**src/rtl/store_drain_buffer.sv**
```systemverilog
// rtl/store_drain_buffer.sv - committed-store drain buffer with in-order cache writes and load forwarding
module store_drain_buffer #(
    parameter int DEPTH        = 8,
    parameter int COMMIT_WIDTH = 4,
    parameter int ADDR_WIDTH   = 32,
    parameter int DATA_WIDTH   = 32
) (
    input  logic                                   clk,
    input  logic                                   rst_n,
    input  logic [COMMIT_WIDTH-1:0]                cs_valid,
    input  logic [COMMIT_WIDTH*ADDR_WIDTH-1:0]     cs_addr,
    input  logic [COMMIT_WIDTH*DATA_WIDTH-1:0]     cs_data,
    input  logic [COMMIT_WIDTH*(DATA_WIDTH/8)-1:0] cs_be,
    output logic [$clog2(DEPTH):0]                 free_slots,
    output logic                                   empty,
    output logic                                   overflow,
    output logic                                   mem_req_valid,
    output logic [ADDR_WIDTH-1:0]                  mem_req_addr,
    output logic [DATA_WIDTH-1:0]                  mem_req_data,
    output logic [DATA_WIDTH/8-1:0]                mem_req_be,
    input  logic                                   mem_req_ready,
    input  logic                                   mem_ack,
    input  logic [ADDR_WIDTH-1:0]                  fwd_addr,
    output logic                                   fwd_hit,
    output logic [DATA_WIDTH-1:0]                  fwd_data,
    output logic [DATA_WIDTH/8-1:0]                fwd_be
);
    localparam int AW = $clog2(DEPTH);
    localparam int PW = AW + 1;
    localparam int BW = DATA_WIDTH / 8;

    typedef enum logic [1:0] {S_IDLE, S_REQ, S_WAIT} state_t;

    logic [ADDR_WIDTH-1:0] addr_q [DEPTH];
    logic [DATA_WIDTH-1:0] data_q [DEPTH];
    logic [BW-1:0]         be_q   [DEPTH];

    state_t          state;
    logic [PW-1:0]   head, tail, occ;
    logic [AW-1:0]   head_idx, next_idx;

    logic [COMMIT_WIDTH-1:0] wr_en;
    logic [AW-1:0]           wr_idx [COMMIT_WIDTH];
    logic [PW-1:0]           n_enq;
    logic                    ovf_now;
    logic [ADDR_WIDTH-1:0]   first_addr;
    logic [DATA_WIDTH-1:0]   first_data;
    logic [BW-1:0]           first_be;

    assign occ        = tail - head;
    assign free_slots = PW'(DEPTH) - occ;
    assign empty      = (occ == '0);
    assign head_idx   = head[AW-1:0];
    assign next_idx   = head_idx + AW'(1);

    // Compact valid slots into consecutive entries, dropping any beyond the free space.
    always_comb begin
        n_enq      = '0;
        ovf_now    = 1'b0;
        wr_en      = '0;
        first_addr = '0;
        first_data = '0;
        first_be   = '0;
        for (int i = 0; i < COMMIT_WIDTH; i++) begin
            wr_idx[i] = tail[AW-1:0] + n_enq[AW-1:0];
            if (cs_valid[i]) begin
                if (n_enq < free_slots) begin
                    wr_en[i] = 1'b1;
                    if (n_enq == '0) begin
                        first_addr = cs_addr[i*ADDR_WIDTH +: ADDR_WIDTH];
                        first_data = cs_data[i*DATA_WIDTH +: DATA_WIDTH];
                        first_be   = cs_be[i*BW +: BW];
                    end
                    n_enq = n_enq + PW'(1);
                end else begin
                    ovf_now = 1'b1;
                end
            end
        end
    end

    always_ff @(posedge clk) begin
        for (int i = 0; i < COMMIT_WIDTH; i++) begin
            if (wr_en[i]) begin
                addr_q[wr_idx[i]] <= cs_addr[i*ADDR_WIDTH +: ADDR_WIDTH];
                data_q[wr_idx[i]] <= cs_data[i*DATA_WIDTH +: DATA_WIDTH];
                be_q[wr_idx[i]]   <= cs_be[i*BW +: BW];
            end
        end
    end

    always_ff @(posedge clk or negedge rst_n) begin
        if (!rst_n) begin
            head          <= '0;
            tail          <= '0;
            overflow      <= 1'b0;
            state         <= S_IDLE;
            mem_req_valid <= 1'b0;
            mem_req_addr  <= '0;
            mem_req_data  <= '0;
            mem_req_be    <= '0;
        end else begin
            tail <= tail + n_enq;
            if (ovf_now) overflow <= 1'b1;
            case (state)
                S_IDLE: begin
                    if (occ != '0) begin
                        mem_req_valid <= 1'b1;
                        mem_req_addr  <= addr_q[head_idx];
                        mem_req_data  <= data_q[head_idx];
                        mem_req_be    <= be_q[head_idx];
                        state         <= S_REQ;
                    end else if (n_enq != '0) begin
                        // Empty buffer: the first incoming store lands at head, so bypass it.
                        mem_req_valid <= 1'b1;
                        mem_req_addr  <= first_addr;
                        mem_req_data  <= first_data;
                        mem_req_be    <= first_be;
                        state         <= S_REQ;
                    end
                end
                S_REQ: begin
                    if (mem_req_ready) begin
                        mem_req_valid <= 1'b0;
                        state         <= S_WAIT;
                    end
                end
                S_WAIT: begin
                    if (mem_ack) begin
                        head <= head + PW'(1);
                        if (occ > PW'(1)) begin
                            mem_req_valid <= 1'b1;
                            mem_req_addr  <= addr_q[next_idx];
                            mem_req_data  <= data_q[next_idx];
                            mem_req_be    <= be_q[next_idx];
                            state         <= S_REQ;
                        end else begin
                            state <= S_IDLE;
                        end
                    end
                end
                default: state <= S_IDLE;
            endcase
        end
    end

    // Walk oldest to youngest so younger matching bytes overwrite older ones.
    logic [AW-1:0] fwd_idx;
    always_comb begin
        fwd_data = '0;
        fwd_be   = '0;
        fwd_idx  = '0;
        for (int k = 0; k < DEPTH; k++) begin
            fwd_idx = head_idx + AW'(k);
            if (PW'(k) < occ && addr_q[fwd_idx][ADDR_WIDTH-1:2] == fwd_addr[ADDR_WIDTH-1:2]) begin
                for (int b = 0; b < BW; b++) begin
                    if (be_q[fwd_idx][b]) fwd_data[b*8 +: 8] = data_q[fwd_idx][b*8 +: 8];
                end
                fwd_be = fwd_be | be_q[fwd_idx];
            end
        end
    end

    assign fwd_hit = |fwd_be;

    logic unused_fwd_lsb;
    assign unused_fwd_lsb = ^fwd_addr[1:0];
endmodule

```
**config.mk**
```make
export PLATFORM = sky130hd
export DESIGN_NAME = store_drain_buffer
export DESIGN_NICKNAME = d
export VERILOG_FILES = /design/src/rtl/store_drain_buffer.sv
export SDC_FILE = /design/constraint.sdc
export NUM_CORES = 2
export LEC_CHECK = 0
export ABC_AREA = 1
export CAP_MARGIN = 10
export CELL_PAD_IN_SITES_DETAIL_PLACEMENT = 0
export CELL_PAD_IN_SITES_GLOBAL_PLACEMENT = 2
export CORE_ASPECT_RATIO = 0.8
export CORE_UTILIZATION = 31
export CTS_BUF_LIST = sky130_fd_sc_hd__clkbuf_8
export DETAILED_ROUTE_END_ITERATION = 10
export PLACE_DENSITY_LB_ADDON = 0.1
export SYNTH_ARGS = -nofsm -noshare
export SYNTH_HDL_FRONTEND = slang
export SYNTH_SLANG_ARGS = --single-unit
```
**constraint.sdc**
```tcl
create_clock -name clk -period 8.6 [get_ports clk]
set_clock_uncertainty 0.05 [all_clocks]
set_input_delay 1.72 -clock clk [delete_from_list [all_inputs] [get_ports clk]]
set_output_delay 1.72 -clock clk [all_outputs]
set_load 0.005 [all_outputs]
```
==> results.md <==
* Outcome: finished clean
* FF-to-FF path depth at 26
* Antenna violations before repair at 60
* Layout area overhead at 17.9%
* Filler cells at 22000
* Max-slew violation count at 0
* Type of the worst setup path: flip-flop to output port
* Vias at 78800
* Max Cap Viol at 0
* Die area at 209000 um2
* Vias/cell at 5.89
* Synthesized net count at 10700
* Top FF cell, synth: edfxtp_1
* Routed Antenna Nets at 0
* Synth Instances at 10400
* Worst path cell trace: inv_16, buf_12, nand2_1, and2_1, o21ai_0, nand2_1, o21ai_0, buf_4, inv_1, o21ai_0, nor4_1, and3_1, buf_12, buf_4, nand3_4, clkinv_1, buf_4, nor3_1, nand4_1, buf_4, nor2_1, nand2_1, clkdlybuf4s50_1
* Post-Syn Area at 64200 um2
* Rel. slew slack at 0.0401
* CP endpoint: fwd_hit
* Routability cong. at 1.06
* Die Height at 409 um
* Post-synthesis sequential element count at 624
* Startpoint types: flip-flop
* Tot GR Track Use at 0.406
* Crit. Startpoint: head[0]$_DFFE_PN0P_
* Pin count of the biggest net entering global routing at 162
* Root Driver: clkbuf_8
* Critical Path AT at 6760 ps
* Share of post-route cells with drive strength above 1 at 0.0790
* First-pass GRT wire length at 587000 um
* Register area share after synthesis at 0.286
* Syn avg cell area at 6.19 um2
* Crit path time final at 8530 ps
* Drt total wl at 440000 um
* Post-route DRC at 0
* CTS tree: yes
* Iter 0 DRT Violations at 13500
* Core Box Area at 206000 um2
* Syn. warnings at 0
* Clock latency at the later pin of the worst-skew pair at 960 ps
* Min Hold Slack at 426 ps
* RR Startpoint: head[1]$_DFFE_PN0P_
* Crit. End Element: output port
* Clock Path Buffers at 3
* Critical path's slowest cell: dfrtp_4
* Total CTS buffers at 121
* # H-tree levels at 3
* Drt pass-1 iters at 9
* Hold Vio Cnt, Final at 0
* I/O Buffers at 421
* Critical Path RT at 6830 ps
* Most frequent CP cell: buf_4
* Congestion Overflow GR at 0
* Clock transition at the registers of the reported paths at 60 ps
* Crit share post-route at 0.991
* Final HPWL DP at 330000 um
* EDFF count, synth at 544
* Setup TNS at 0 ps
* Final Setup Violations at 0
* CP peak stage delay at 670 ps
* Vias in the first global route at 66800
* Avg WL per Cell at 32.9 um
* Io pins at 424
* Nets at 10900
* Fmax at 117 MHz
* Hold Path Class: flip-flop to flip-flop
* Async SR Flop Fraction at 0.128
* CP Max Fanout at 100
* Clock sinks at 624
* Unique masters post-synth at 66
* Die span in x at 511 um
* Reg2Reg Setup Slack at 660 ps
* Initial core utilization at 0.312
* Slew @ Worst Pin at 1430 ps
* RR Endpoint: mem_req_addr[8]$_DFFE_PN0P_
* Std-Cell Rows at 149
* Unrepaired setup endpoints after global routing: no
how the worst min path moves through the flow:
stage / start / slack, ps / depth (start not counted) / endpoint
after floorplan: mem_req_valid$_DFFE_PN0P_ / 410 / 2 / mem_req_valid$_DFFE_PN0P_
after global placement: mem_req_addr[12]$_DFFE_PN0P_ / 410 / 2 / mem_req_addr[12]$_DFFE_PN0P_
after detailed placement: mem_req_data[30]$_DFFE_PN0P_ / 420 / 2 / mem_req_data[30]$_DFFE_PN0P_
after CTS: mem_req_data[30]$_DFFE_PN0P_ / 430 / 2 / mem_req_data[30]$_DFFE_PN0P_
after global routing: mem_req_data[30]$_DFFE_PN0P_ / 440 / 2 / mem_req_data[30]$_DFFE_PN0P_
final: mem_req_data[26]$_DFFE_PN0P_ / 430 / 2 / mem_req_data[26]$_DFFE_PN0P_
layout by cell type, fill, tap and decap left out, types with 67 or more instances in the layout:
cell	n
buf_12	89
inv_1	553
nand3_1	443
mux2i_1	67
clkbuf_8	127
edfxtp_1	544
a21oi_1	190
clkinv_1	103
o21ai_0	2227
buf_4	434
nand2_1	3847
o211ai_1	614
xor2_1	140
clkdlybuf4s50_1	420
dfrtp_1	77
nor2_1	141
o21ai_1	205
area by class of cell:
type	instances	area, um2	share of cell area
multi-input cells	8219	39700	0.524
well taps	2718	3400	0.0449
diodes	22	55.1	0.000727
clock buffers	127	1750	0.0231
inverters	625	2400	0.0316
flip-flops and latches	624	18300	0.242
repair buffers	946	9280	0.123
clock inverters	95	792	0.0105
state kept, by name, summed over array words and instances (netlist names):
register / count
mem_req_be: 4
tail: 4
mem_req_valid: 1
addr_q: 256
data_q: 256
head: 4
mem_req_addr: 32
state: 2
mem_req_data: 32
overflow: 1
be_q: 32
cells by family (layout without fill, tap and decap cells):
| logic type | count (synthesis) | after routing | synth area share |
|---|---|---|---|
| AND/OR/NAND/NOR | 4648 | 4648 | 0.291 |
| AO/OA/AOI/OAI | 3333 | 3333 | 0.287 |
| buffers and inverters | 1527 | 1793 | 0.0999 |
| flip-flops | 624 | 624 | 0.286 |
| XOR/XNOR | 146 | 146 | 0.0203 |
| multiplexers | 67 | 67 | 0.0104 |
| adder cells (fa/ha/maj) | 25 | 25 | 0.00534 |
| other | 0 | 22 | 0 |
worst max-delay path, delay by kind of cell, from the launching register on:
family,cells,cell delay [ps]
compound gates,3,1010
buf+inv,10,2360
flops,1,670
simple gates,10,1590
metal layers:
| metal | global-route usage | part of all wire |
|---|---|---|
| met5 | 0.00525 | 0.00076 |
| met4 | 0.0773 | 0.018 |
| met3 | 0.218 | 0.18 |
| met2 | 0.460 | 0.33 |
| met1 | 0.633 | 0.48 |
Yosys cell counts (all sizes together), types with 53 or more instances:
cell | n | share of area
or2 | 53 | 0.0052
a21oi | 190 | 0.015
o211ai | 614 | 0.072
dfrtp | 80 | 0.031
mux2i | 67 | 0.010
buf | 315 | 0.029
nand3 | 469 | 0.039
o21ai | 2436 | 0.19
xor2 | 141 | 0.019
nand2 | 3859 | 0.23
clkinv | 83 | 0.0049
inv | 542 | 0.032
clkbuf | 584 | 0.034
edfxtp | 544 | 0.25
nor2 | 155 | 0.0095
per-stage QoR:
stage | worst slack, ps | std cells | util | cell area (um2)
5_1_grt | 3.72 | 13400 | 0.368 | 75700
3_5_place_dp | 557 | 13100 | 0.355 | 73100
3_3_place_gp | 520 | 13100 | 0.355 | 73100
2_1_floorplan | 14.7 | 10400 | - | 64200
6_report | 74.7 | 13400 | 0.368 | 75800
4_1_cts | 73.2 | 13400 | 0.367 | 75700
what timing repair did:
item                       in CTS  in global routing
hold endpoints to repair        0                  0
hold buffers                    0                  0
buffers inserted                0                  1
setup endpoints to repair       0                 17
gates resized for setup         0                  3
Power is not shown: default switching activity piles up to over one toggle a cycle in this logic, so the estimate is an artifact.
